### config.mk
export PLATFORM = sky130hd
export DESIGN_NAME = seq_chunk_adder
export DESIGN_NICKNAME = d
export VERILOG_FILES = /design/src/rtl/seq_chunk_adder.sv
export SDC_FILE = /design/constraint.sdc
export NUM_CORES = 1
export LEC_CHECK = 0
export BUFFER_PORTS_ARGS = -buffer_cell sky130_fd_sc_hd__buf_2
export CORE_UTILIZATION = 45
export DETAILED_ROUTE_END_ITERATION = 7
export PLACE_DENSITY_LB_ADDON = 0.2
export SLEW_MARGIN = 20
export SYNTH_ARGS = -nofsm -noshare
export SYNTH_HDL_FRONTEND = slang
export SYNTH_SLANG_ARGS = --single-unit
export TNS_END_PERCENT = 10
### constraint.sdc
create_clock -name clk -period 4.4 [get_ports clk]
set_input_delay 0.22 -clock clk [delete_from_list [all_inputs] [get_ports clk]]
set_output_delay 0.22 -clock clk [all_outputs]
set_load 0.05 [all_outputs]
### src/rtl/seq_chunk_adder.sv
// seq_chunk_adder
// Multi-cycle WIDTH-bit adder/subtractor. It has one CHUNK-bit full-adder slice.
// The slice processes one chunk per clock, from the least significant chunk up.
// A register carries the carry from one chunk to the next.
//
// Optional feature macro: SUB_MODE_EN
//   defined   : sub=1 at start computes a-b as a + ~b + 1 (cin is ignored)
//   undefined : sub is ignored and the block always computes a + b + cin
//
// Handshake (start/done):
//   start is sampled on a rising edge only while the block is IDLE or DONE.
//   A sampled start captures a, b, cin and sub, and the block enters RUN for NCHUNK cycles.
//   busy is high during these cycles. Any start seen during RUN is dropped.
//   done then pulses for exactly one cycle. sum/cout/ovf change only on that
//   edge and hold until the next done.
//   A start seen in the DONE cycle is accepted, so operations can run back to back.
module seq_chunk_adder #(
    parameter int WIDTH = 8,
    parameter int CHUNK = 2
) (
    input  logic             clk,
    input  logic             rst_n,
    input  logic             start,
    input  logic [WIDTH-1:0] a,
    input  logic [WIDTH-1:0] b,
    input  logic             cin,
    input  logic             sub,
    output logic             busy,
    output logic             done,
    output logic [WIDTH-1:0] sum,
    output logic             cout,
    output logic             ovf,
    output logic [1:0]       dbg_state
);

    localparam int NCHUNK = WIDTH / CHUNK;
    localparam int IDXW   = (NCHUNK > 1) ? $clog2(NCHUNK) : 1;
    localparam logic [IDXW-1:0] LAST_IDX = IDXW'(NCHUNK - 1);

    typedef enum logic [1:0] {
        S_IDLE = 2'd0,
        S_RUN  = 2'd1,
        S_DONE = 2'd2
    } state_t;

    state_t           state;
    logic [WIDTH-1:0] a_q;
    logic [WIDTH-1:0] b_q;
    logic [WIDTH-1:0] part_q;
    logic             carry_q;
    logic [IDXW-1:0]  idx_q;

    // Operand B and carry-in as they are captured on an accepted start
    logic [WIDTH-1:0] b_cap;
    logic             c_cap;

`ifdef SUB_MODE_EN
    // Subtraction is two's complement: invert B and force the carry-in to 1
    assign b_cap = sub ? ~b : b;
    assign c_cap = sub ? 1'b1 : cin;
`else
    // The block only adds, so there is no inverter or mux on B
    logic unused_sub;
    assign unused_sub = sub;
    assign b_cap = b;
    assign c_cap = cin;
`endif

    // Signals for the shared slice and the partial result after this chunk
    int               base;
    logic [CHUNK-1:0] a_sl;
    logic [CHUNK-1:0] b_sl;
    logic [CHUNK:0]   slice_res;
    logic [CHUNK-1:0] slice_s;
    logic             slice_c;
    logic             msb_cin;
    logic             last;
    logic [WIDTH-1:0] next_part;

    // One CHUNK-bit full-adder slice acts on the chunk that idx_q selects
    always_comb begin
        base      = int'(idx_q) * CHUNK;
        a_sl      = a_q[base +: CHUNK];
        b_sl      = b_q[base +: CHUNK];
        slice_res = {1'b0, a_sl} + {1'b0, b_sl} + {{CHUNK{1'b0}}, carry_q};
        slice_s   = slice_res[CHUNK-1:0];
        slice_c   = slice_res[CHUNK];
        // Carry into the slice MSB: this is the carry into bit WIDTH-1 on the last chunk
        msb_cin   = a_sl[CHUNK-1] ^ b_sl[CHUNK-1] ^ slice_s[CHUNK-1];
        last      = (idx_q == LAST_IDX);
        next_part = part_q;
        next_part[base +: CHUNK] = slice_s;
    end

    // Control FSM and datapath registers; all outputs are registered
    always_ff @(posedge clk or negedge rst_n) begin
        if (!rst_n) begin
            state   <= S_IDLE;
            a_q     <= '0;
            b_q     <= '0;
            part_q  <= '0;
            carry_q <= 1'b0;
            idx_q   <= '0;
            busy    <= 1'b0;
            done    <= 1'b0;
            sum     <= '0;
            cout    <= 1'b0;
            ovf     <= 1'b0;
        end else begin
            case (state)
                S_IDLE: begin
                    done <= 1'b0;
                    if (start) begin
                        a_q     <= a;
                        b_q     <= b_cap;
                        carry_q <= c_cap;
                        part_q  <= '0;
                        idx_q   <= '0;
                        busy    <= 1'b1;
                        state   <= S_RUN;
                    end
                end
                S_RUN: begin
                    part_q  <= next_part;
                    carry_q <= slice_c;
                    if (last) begin
                        // The index returns to 0 so that it never selects beyond the operands
                        idx_q <= '0;
                        sum   <= next_part;
                        cout  <= slice_c;
                        ovf   <= msb_cin ^ slice_c;
                        busy  <= 1'b0;
                        done  <= 1'b1;
                        state <= S_DONE;
                    end else begin
                        idx_q <= idx_q + IDXW'(1);
                    end
                end
                S_DONE: begin
                    done <= 1'b0;
                    if (start) begin
                        a_q     <= a;
                        b_q     <= b_cap;
                        carry_q <= c_cap;
                        part_q  <= '0;
                        idx_q   <= '0;
                        busy    <= 1'b1;
                        state   <= S_RUN;
                    end else begin
                        state <= S_IDLE;
                    end
                end
                default: begin
                    busy  <= 1'b0;
                    done  <= 1'b0;
                    state <= S_IDLE;
                end
            endcase
        end
    end

    assign dbg_state = state;

endmodule

# --- Word level (Yosys, flattened, before mapping) ---
# Cells that the tools add are included.
word_totals:
  mem_count: 0
  word_cells: 53
  output_inout_bits: 14
  latch_bits: 0
  ram_bits: 0
  register_bits: 41
  in_bits: 21
  mem_bits_ro: 0
classes:
  n_lt_le_gt_ge: 0
  n_mul: 0
  addsub: 4
  n_eq_ne: 6
  n_bitwise: 3
  muxes: 17
  shifts: 4
  n_reduce_logical: 8
  n_div: 0
op_table:
  columns: ["op", "count"]
  rows:
  - ["3-bit negator with 33-bit output", 1]
  - ["2-bit by 33-bit variable shift with 8-bit output (first input constant)", 1]
  - ["2-bit by 33-bit variable part select with 8-bit output", 1]
  - ["8-bit one-hot mux with 2 select lines", 1]
  - ["8-bit by 4-bit variable part select with 2-bit output", 2]
  - ["2-bit AND reduction", 5]
  - ["8-bit bitwise mux", 1]
  - ["2-bit 2-to-1 mux", 4]
  - ["8-bit 2-to-1 mux", 1]
  - ["1-bit 2-to-1 mux", 6]
  - ["2-bit one-hot mux with 3 select lines", 1]
  - ["2-bit == test (second input constant)", 2]
  - ["2-bit != test (second input constant)", 2]
  - ["1-bit one-hot mux with 2 select lines", 2]
  - ["2-bit one-hot mux with 2 select lines", 1]
  - ["2-bit by 2-bit adder with 3-bit output", 1]
  - ["3-bit by 1-bit adder with 3-bit output", 1]
  - ["1-bit bitwise XOR", 3]
  - ["2-bit by 1-bit adder with 2-bit output (second input constant)", 1]
  - ["2-bit by 1-bit == test with 1-bit output (second input constant)", 1]
  - ["2-bit logical NOT", 1]
  - ["2-bit by 1-bit != test with 1-bit output (second input constant)", 1]
  - ["2-bit nonzero test", 1]
  - ["2-bit OR reduction", 1]

# --- Longest topological paths before layout ---
# Gate-level depths: netlist (run 1).
depth:
  depth_word: 6
  mapped_depth: 7
  depth_no_buf: 6

# --- Worst setup path after synthesis (run 1) ---
# OpenSTA, ideal clock, no wires.
synth_path:
  path_type: "register to register"
  from: "reg idx_q[0]"
  to: "reg ovf"
  t_arrival_ns: 2.574
  path_buffers: 2
  path_stages_with_launch: 8
  slack_ns: 1.701
  setup_time_ns: 0.125
  period_less_slack_ns: 2.699
  path_cell_list: "dfrtp_1 buf_4 mux4_2 fa_1 fa_1 clkbuf_1 xnor2_1 mux2_2"
synth_between:
  elab_chain_len: 5
  elab_cells_between_ends: 9
  cone_classes: "add/sub: 2; eq/ne: 1; shift: 2; bitwise: 3; reduce/logical: 1"
synth_rtl:
  columns: ["element", "line", "source"]
  rows:
  - ["start, declared", "51", "logic [IDXW-1:0] idx_q;"]
  - ["start signal, assigned", "136", "idx_q <= idx_q + IDXW'(1);"]
  - ["8-bit by 4-bit variable part select with 2-bit output (on tied branches)", "83, 84", null]
  - ["2-bit by 2-bit adder with 3-bit output", "85", "slice_res = {1'b0, a_sl} + {1'b0, b_sl} + {{CHUNK{1'b0}}, carry_q};"]
  - ["3-bit by 1-bit adder with 3-bit output", "85", null]
  - ["1-bit bitwise XOR", "89", "msb_cin = a_sl[CHUNK-1] ^ b_sl[CHUNK-1] ^ slice_s[CHUNK-1];"]
  - ["1-bit bitwise XOR", "131", "ovf <= msb_cin ^ slice_c;"]
  - ["end signal, assigned", "131", null]
  - ["end, declared", "32", "output logic ovf,"]
# Parallel ways exist; a longest one is shown, timed or not.
# A chain may end at the register's enable or synchronous reset.

# --- Worst setup path in the final report (run 1) ---
# Ends and elaborated chain as after synthesis.

==> summary.txt, run 1 <==
Timing
  • Layout Skew: 1.718 ps
  • Slew HR: 0.3166
  • RSZ-0062 raised after global routing: false
  • Post-layout worst setup margin: 1440 ps
  • Worst Tran Pin Value: 1020 ps
  • Final setup viols: 0
  • Max-slew violations: 0
  • Post-layout min period: 2960 ps
  • Final Hold Fails: 0
  • Fmax: 337.9 MHz
  • Final Cycle Share: 0.6727
  • Setup TNS: 0 ps

Routing
  • Initial DRC Count: 62
  • DR vias/cell: 5.504
  • Post-DR wirelength/cell: 14.83 um
  • Post-DRT Antenna Nets: 0
  • Vias: 1288
  • Detailed Routing Iterations Pass 1: 4
  • Number of remaining DRC errors: 0
  • Drt total wl: 3470 um

Finish
  • Fin nets: 214
  • P&R area growth vs syn: 12.75%
  • Final Non-Filler Cells: 234
  • Commonest non-fill, non-tap cell in the layout: dfrtp_1
  • Share of layout cells above drive strength 1: 0.3533
  • Commonest non-fill, non-tap cells in the layout: dfrtp_1 (41), buf_2 (33), a21oi_1 (18), mux2_2 (17), nor2_1 (12)
  • N_diodes: 0

Critical path
  • CP endpoint kind: flip-flop
  • Setup crit start kind: flip-flop
  • Arrival time worst endpoint: 3140 ps
  • Slowest CP cell: fa_1
  • Crit-path max cell delay: 740 ps
  • Top cell by count, worst path: fa_1
  • Worst-path fanout max: 14
  • CP Class: flip-flop to flip-flop
  • Crit path cell chain: mux4_2 > fa_1 > fa_1 > xnor2_1 > mux2_2
  • Required time worst endpoint: 4580 ps

Placed design
  • Worst slack, placed: 1438 ps
  • IO buf count: 33
  • DP HPWL: 2472 um
  • Post-Place Cells: 227
  • Gpl congestion: 0.7306

Floorplan
  • Starting Density: 0.4795
  • Die area: 4653 um2
  • Core area: 4115 um2
  • Chip Height: 68.22 um
  • Die W: 68.22 um
  • Rows: 23
  • I/O pins: 35

Job
  • Max-Cap Viols: 0

Clock tree
  • Max H-tree Level: 2
  • Post-cts sizing count: 0
  • CTS tree: yes
  • Later-pin clock latency in the skew report: 290 ps
  • CTS clk-pin slew, worst paths: 70 ps
  • CTS Sinks: 41
  • Max Root-Sink Buffers: 2
  • Clk root buf: clkbuf_8
  • Postcts setup bufs: 0
  • Cts bufs inserted: 5
  • Post-CTS Hold Buffers: 0

Yosys
  • Post-synthesis sequential area ratio: 0.5200
  • Synthesized area per cell: 12.90 um2
  • Cells after synthesis: 153
  • Yosys reg bits: 41
  • Synth top area share: 0.5200
  • Area contributors post-synth: dfrtp_1 (52%), mux2_2 (9.7%), a21oi_1 (4.6%)
  • Netlist cell types: 29
  • Post-Syn Nets: 183
  • Top cell type by total area after synthesis: dfrtp_1
  • Synth warn: 0
  • Mapped Area: 1973 um2

Global route
  • Gr usage total: 0.1857
  • Grt ovf: 0
  • Antenna violations before repair: 0
  • Largest net degree at the start of global routing: 42
  • First-pass GRT wire length: 6085 um
  • Vias in the first global route: 1355

Min path
  • Worst hold path class: input port to async pin

Status
  • Status: complete, no violations
[layout make-up]
| type | count | area (um2) |
|---|---|---|
| multi-input cells | 101 | 877.1 |
| clock buffers | 7 | 86.33 |
| inverters | 2 | 7.507 |
| well taps | 50 | 62.56 |
| fillers | 382 | 1891 |
| flip-flops and latches | 41 | 1026 |
| repair buffers | 33 | 165.2 |
[metal layers]
| layer | GRT usage | wire length [um] |
|---|---|---|
| met3 | 0.06000 | 167 |
| met4 | 0.07292 | 61 |
| met2 | 0.3162 | 1684 |
| met5 | 0 | 0 |
| met1 | 0.2151 | 1557 |
[worst max-delay path, delay by kind of cell, from the launching register on]
family,cells,cell delay (ps)
adder cells (fa/ha/maj),2,1160
multiplexers,2,870
flip-flops,1,690
XOR/XNOR,1,130
[metrics by stage]
| step | util | instance area (um2) | hold slack [ps] |
|---|---|---|---|
| floorplan | - | 1973 | -75.59 |
| global placement | 0.5196 | 2138 | 379.1 |
| detailed placement | 0.5196 | 2138 | 404.7 |
| CTS | 0.5406 | 2225 | 86.47 |
| global route | 0.5406 | 2225 | 124.8 |
| finish | 0.5406 | 2225 | 58.32 |
[kinds of logic after synthesis]
| group | share of synthesized area |
|---|---|
| fa+ha+maj | 0.06468 |
| compound gates | 0.1072 |
| flops | 0.5200 |
| xor+xnor | 0.008879 |
| mux | 0.1636 |
| buf+inv | 0.03551 |
| simple gates | 0.1002 |
[worst paths after layout]
path | to | depth (start not counted) | startpoint | slack, ps
max | ovf | 5 | idx_q[0] | 1440
min | b_q[0] | 1 | rst_n | 60
max reg2reg | ovf | 5 | idx_q[0] | 1440
min reg2reg | part_q[6] | 1 | part_q[6] | 490
max in group asynchronous | part_q[3] | 1 | rst_n | 3790
min in group clk | a_q[7] | 2 | a[7] | 150
[registers in the layout, indices dropped and copies added (netlist names)]
register	flops
dbg_state	2
sum	8
carry_q	1
ovf	1
cout	1
a_q	8
done	1
idx_q	2
b_q	8
part_q	8
busy	1
[cells in the mapped netlist]
master,count
a211oi_1,1
a21oi_1,18
a21oi_2,1
a32o_1,8
and3b_1,1
and4b_1,1
and4bb_2,3
buf_2,1
buf_4,5
buf_6,1
clkbuf_1,1
clkbuf_2,1
dfrtp_1,41
fa_1,2
ha_1,7
inv_1,2
mux2_1,1
mux2_2,17
mux2i_1,3
mux4_2,4
nand2_1,2
nand2b_1,2
nand3_1,1
nor2_1,12
nor2b_1,10
nor2b_2,1
o21ai_0,2
o31ai_1,2
xnor2_1,2
Power of run 1 is left out: the tool's default activity adds up to more than one toggle a clock period on the data nets, which glitch-free logic cannot reach.
==> run 2, diff against run 1 <==
==> constraint.sdc (replaced) <==
create_clock -name clk -period 3 [get_ports clk]
set_input_delay 0.15 -clock clk [delete_from_list [all_inputs] [get_ports clk]]
set_output_delay 0.15 -clock clk [all_outputs]
set_load 0.05 [all_outputs]
==> summary.txt, run 2 (same netlist as run 1, synthesis figures left out) <==
Routing
  • Detailed Routing Iterations Pass 1: 4 (unchanged)
  • DR vias/cell: 5.561 (+1.0%)
  • Drt total wl: 3600 um (+3.7%)
  • Initial DRC Count: 74 (+19%)
  • Vias: 1329 (+3.2%)
  • Post-DR wirelength/cell: 15.06 um (+1.6%)
  • Number of remaining DRC errors: 0 (unchanged)
  • Post-DRT Antenna Nets: 0 (unchanged)

Clock tree
  • CTS tree: yes
  • Post-cts sizing count: 0 (unchanged)
  • Clk root buf: clkbuf_8
  • Later-pin clock latency in the skew report: 290 ps (about the same)
  • Max Root-Sink Buffers: 2 (unchanged)
  • Max H-tree Level: 2 (unchanged)
  • CTS clk-pin slew, worst paths: 80 ps (about the same)
  • CTS Sinks: 41 (unchanged)
  • Cts bufs inserted: 5 (unchanged)
  • Post-CTS Hold Buffers: 0 (unchanged)
  • Postcts setup bufs: 0 (unchanged)

Timing
  • Slew HR: 0.4032 (+0.08656)
  • Post-layout worst setup margin: 254.0 ps (-1186 ps)
  • Final Cycle Share: 0.9153 (+0.2427)
  • Max-slew violations: 0 (unchanged)
  • Final setup viols: 0 (unchanged)
  • Worst Tran Pin Value: 895.2 ps (-125.2 ps)
  • Final Hold Fails: 27 (+27)
  • Fmax: 364.2 MHz (+7.8%)
  • Post-layout min period: 2746 ps (-213.6 ps)
  • Hold WS: -19.60 ps (-77.92 ps)
  • Layout Skew: 8.827 ps (+7.109 ps)
  • Setup TNS: 0 ps (unchanged)
  • RSZ-0062 raised after global routing: false

Critical path
  • CP endpoint kind: flip-flop
  • R2r startpoint: idx_q[0]
  • Required time worst endpoint: 3170 ps (-1410 ps)
  • CP Class: flip-flop to flip-flop
  • Setup crit start kind: flip-flop
  • Crit path from: idx_q[0]
  • Arrival time worst endpoint: 2920 ps (-220 ps)
  • Worst-path fanout max: 9 (-5)

Global route
  • Gr usage total: 0.1802 (-0.005540)
  • Largest net degree at the start of global routing: 42 (unchanged)
  • Grt ovf: 0 (unchanged)
  • First-pass GRT wire length: 5920 um (-2.7%)
  • Antenna violations before repair: 0 (unchanged)
  • Vias in the first global route: 1302 (-3.9%)

Finish
  • P&R area growth vs syn: 15.79%
  • Share of layout cells above drive strength 1: 0.3704 (+0.01711)
  • Commonest non-fill, non-tap cells in the layout: dfrtp_1 (41), buf_2 (33), a21oi_1 (18), mux2_2 (17), nor2_1 (12)
  • N_diodes: 0 (unchanged)
  • Final Non-Filler Cells: 239 (+2.1%)
  • Final core utilization: 0.5552 (+0.01459)
  • Fin nets: 218 (+1.9%)
  • Commonest non-fill, non-tap cell in the layout: dfrtp_1

Floorplan
  • Chip Height: 68.22 um (unchanged)
  • Starting Density: 0.4795 (unchanged)
  • I/O pins: 35 (unchanged)
  • Die area: 4653 um2 (unchanged)
  • Die W: 68.22 um (unchanged)
  • Rows: 23 (unchanged)
  • Core area: 4115 um2 (unchanged)

Placed design
  • DP HPWL: 2660 um (+7.6%)
  • Post-Place Cells: 231 (+1.8%)
  • Gpl congestion: 0.7454 (+2.0%)
  • IO buf count: 33 (unchanged)
  • Worst slack, placed: 247.4 ps (-1190 ps)

Min path
  • Worst hold path class: input port to async pin

Status
  • Failing checks: hold timing
  • Status: finished, violations left

Job
  • Max-Cap Viols: 0 (unchanged)
run 2: cell types whose count changed in the layout (fill, tap and decap cells not counted):
| cell | change |
|---|---|
| bufinv_16 | +1 |
| buf_4 | +4 |
run 2: final cells by class:
class                      instances  area (um2)
fill                             373        1831
inverter                           2       7.507
sequential                        41        1026
tap                               50       62.56
clock inverter                     1       30.03
clock buffer                       7       86.33
timing repair buffer              37       195.2
multi-input combinational        101       877.1
run 2: worst max-delay path: stages, from the launching register on:
cell and delay [ps]:
dfrtp_1 500, mux4_2 560, fa_1 430, fa_1 750, xnor2_1 120, mux2_2 270
run 2: worst paths after layout:
check,cells past startpoint,endpoint,slack (ps)
setup / recovery,5,ovf,250
hold / removal,1,b_q[2],-20
setup reg to reg,5,ovf,250
hold reg to reg,1,part_q[1],490
max in group asynchronous,1,part_q[0],2450
min in group clk,2,b_q[4],90
run 2: through the flow:
step | instance area, um2 | hold slack, ps
floorplan | 1973 | -145.6
global placement | 2168 | 305.2
detailed placement | 2168 | 330.8
CTS | 2285 | 11.79
global route | 2285 | 47.16
finish | 2285 | -19.60
run 2: per-layer routing:
layer	share of wire	GRT usage	wire, um
met1	0.45	0.2241	1606
met2	0.49	0.2904	1765
met3	0.046	0.04667	166
met4	0.017	0.08594	62
met5	0	0	0
Power of run 2 is left out for the same reason.
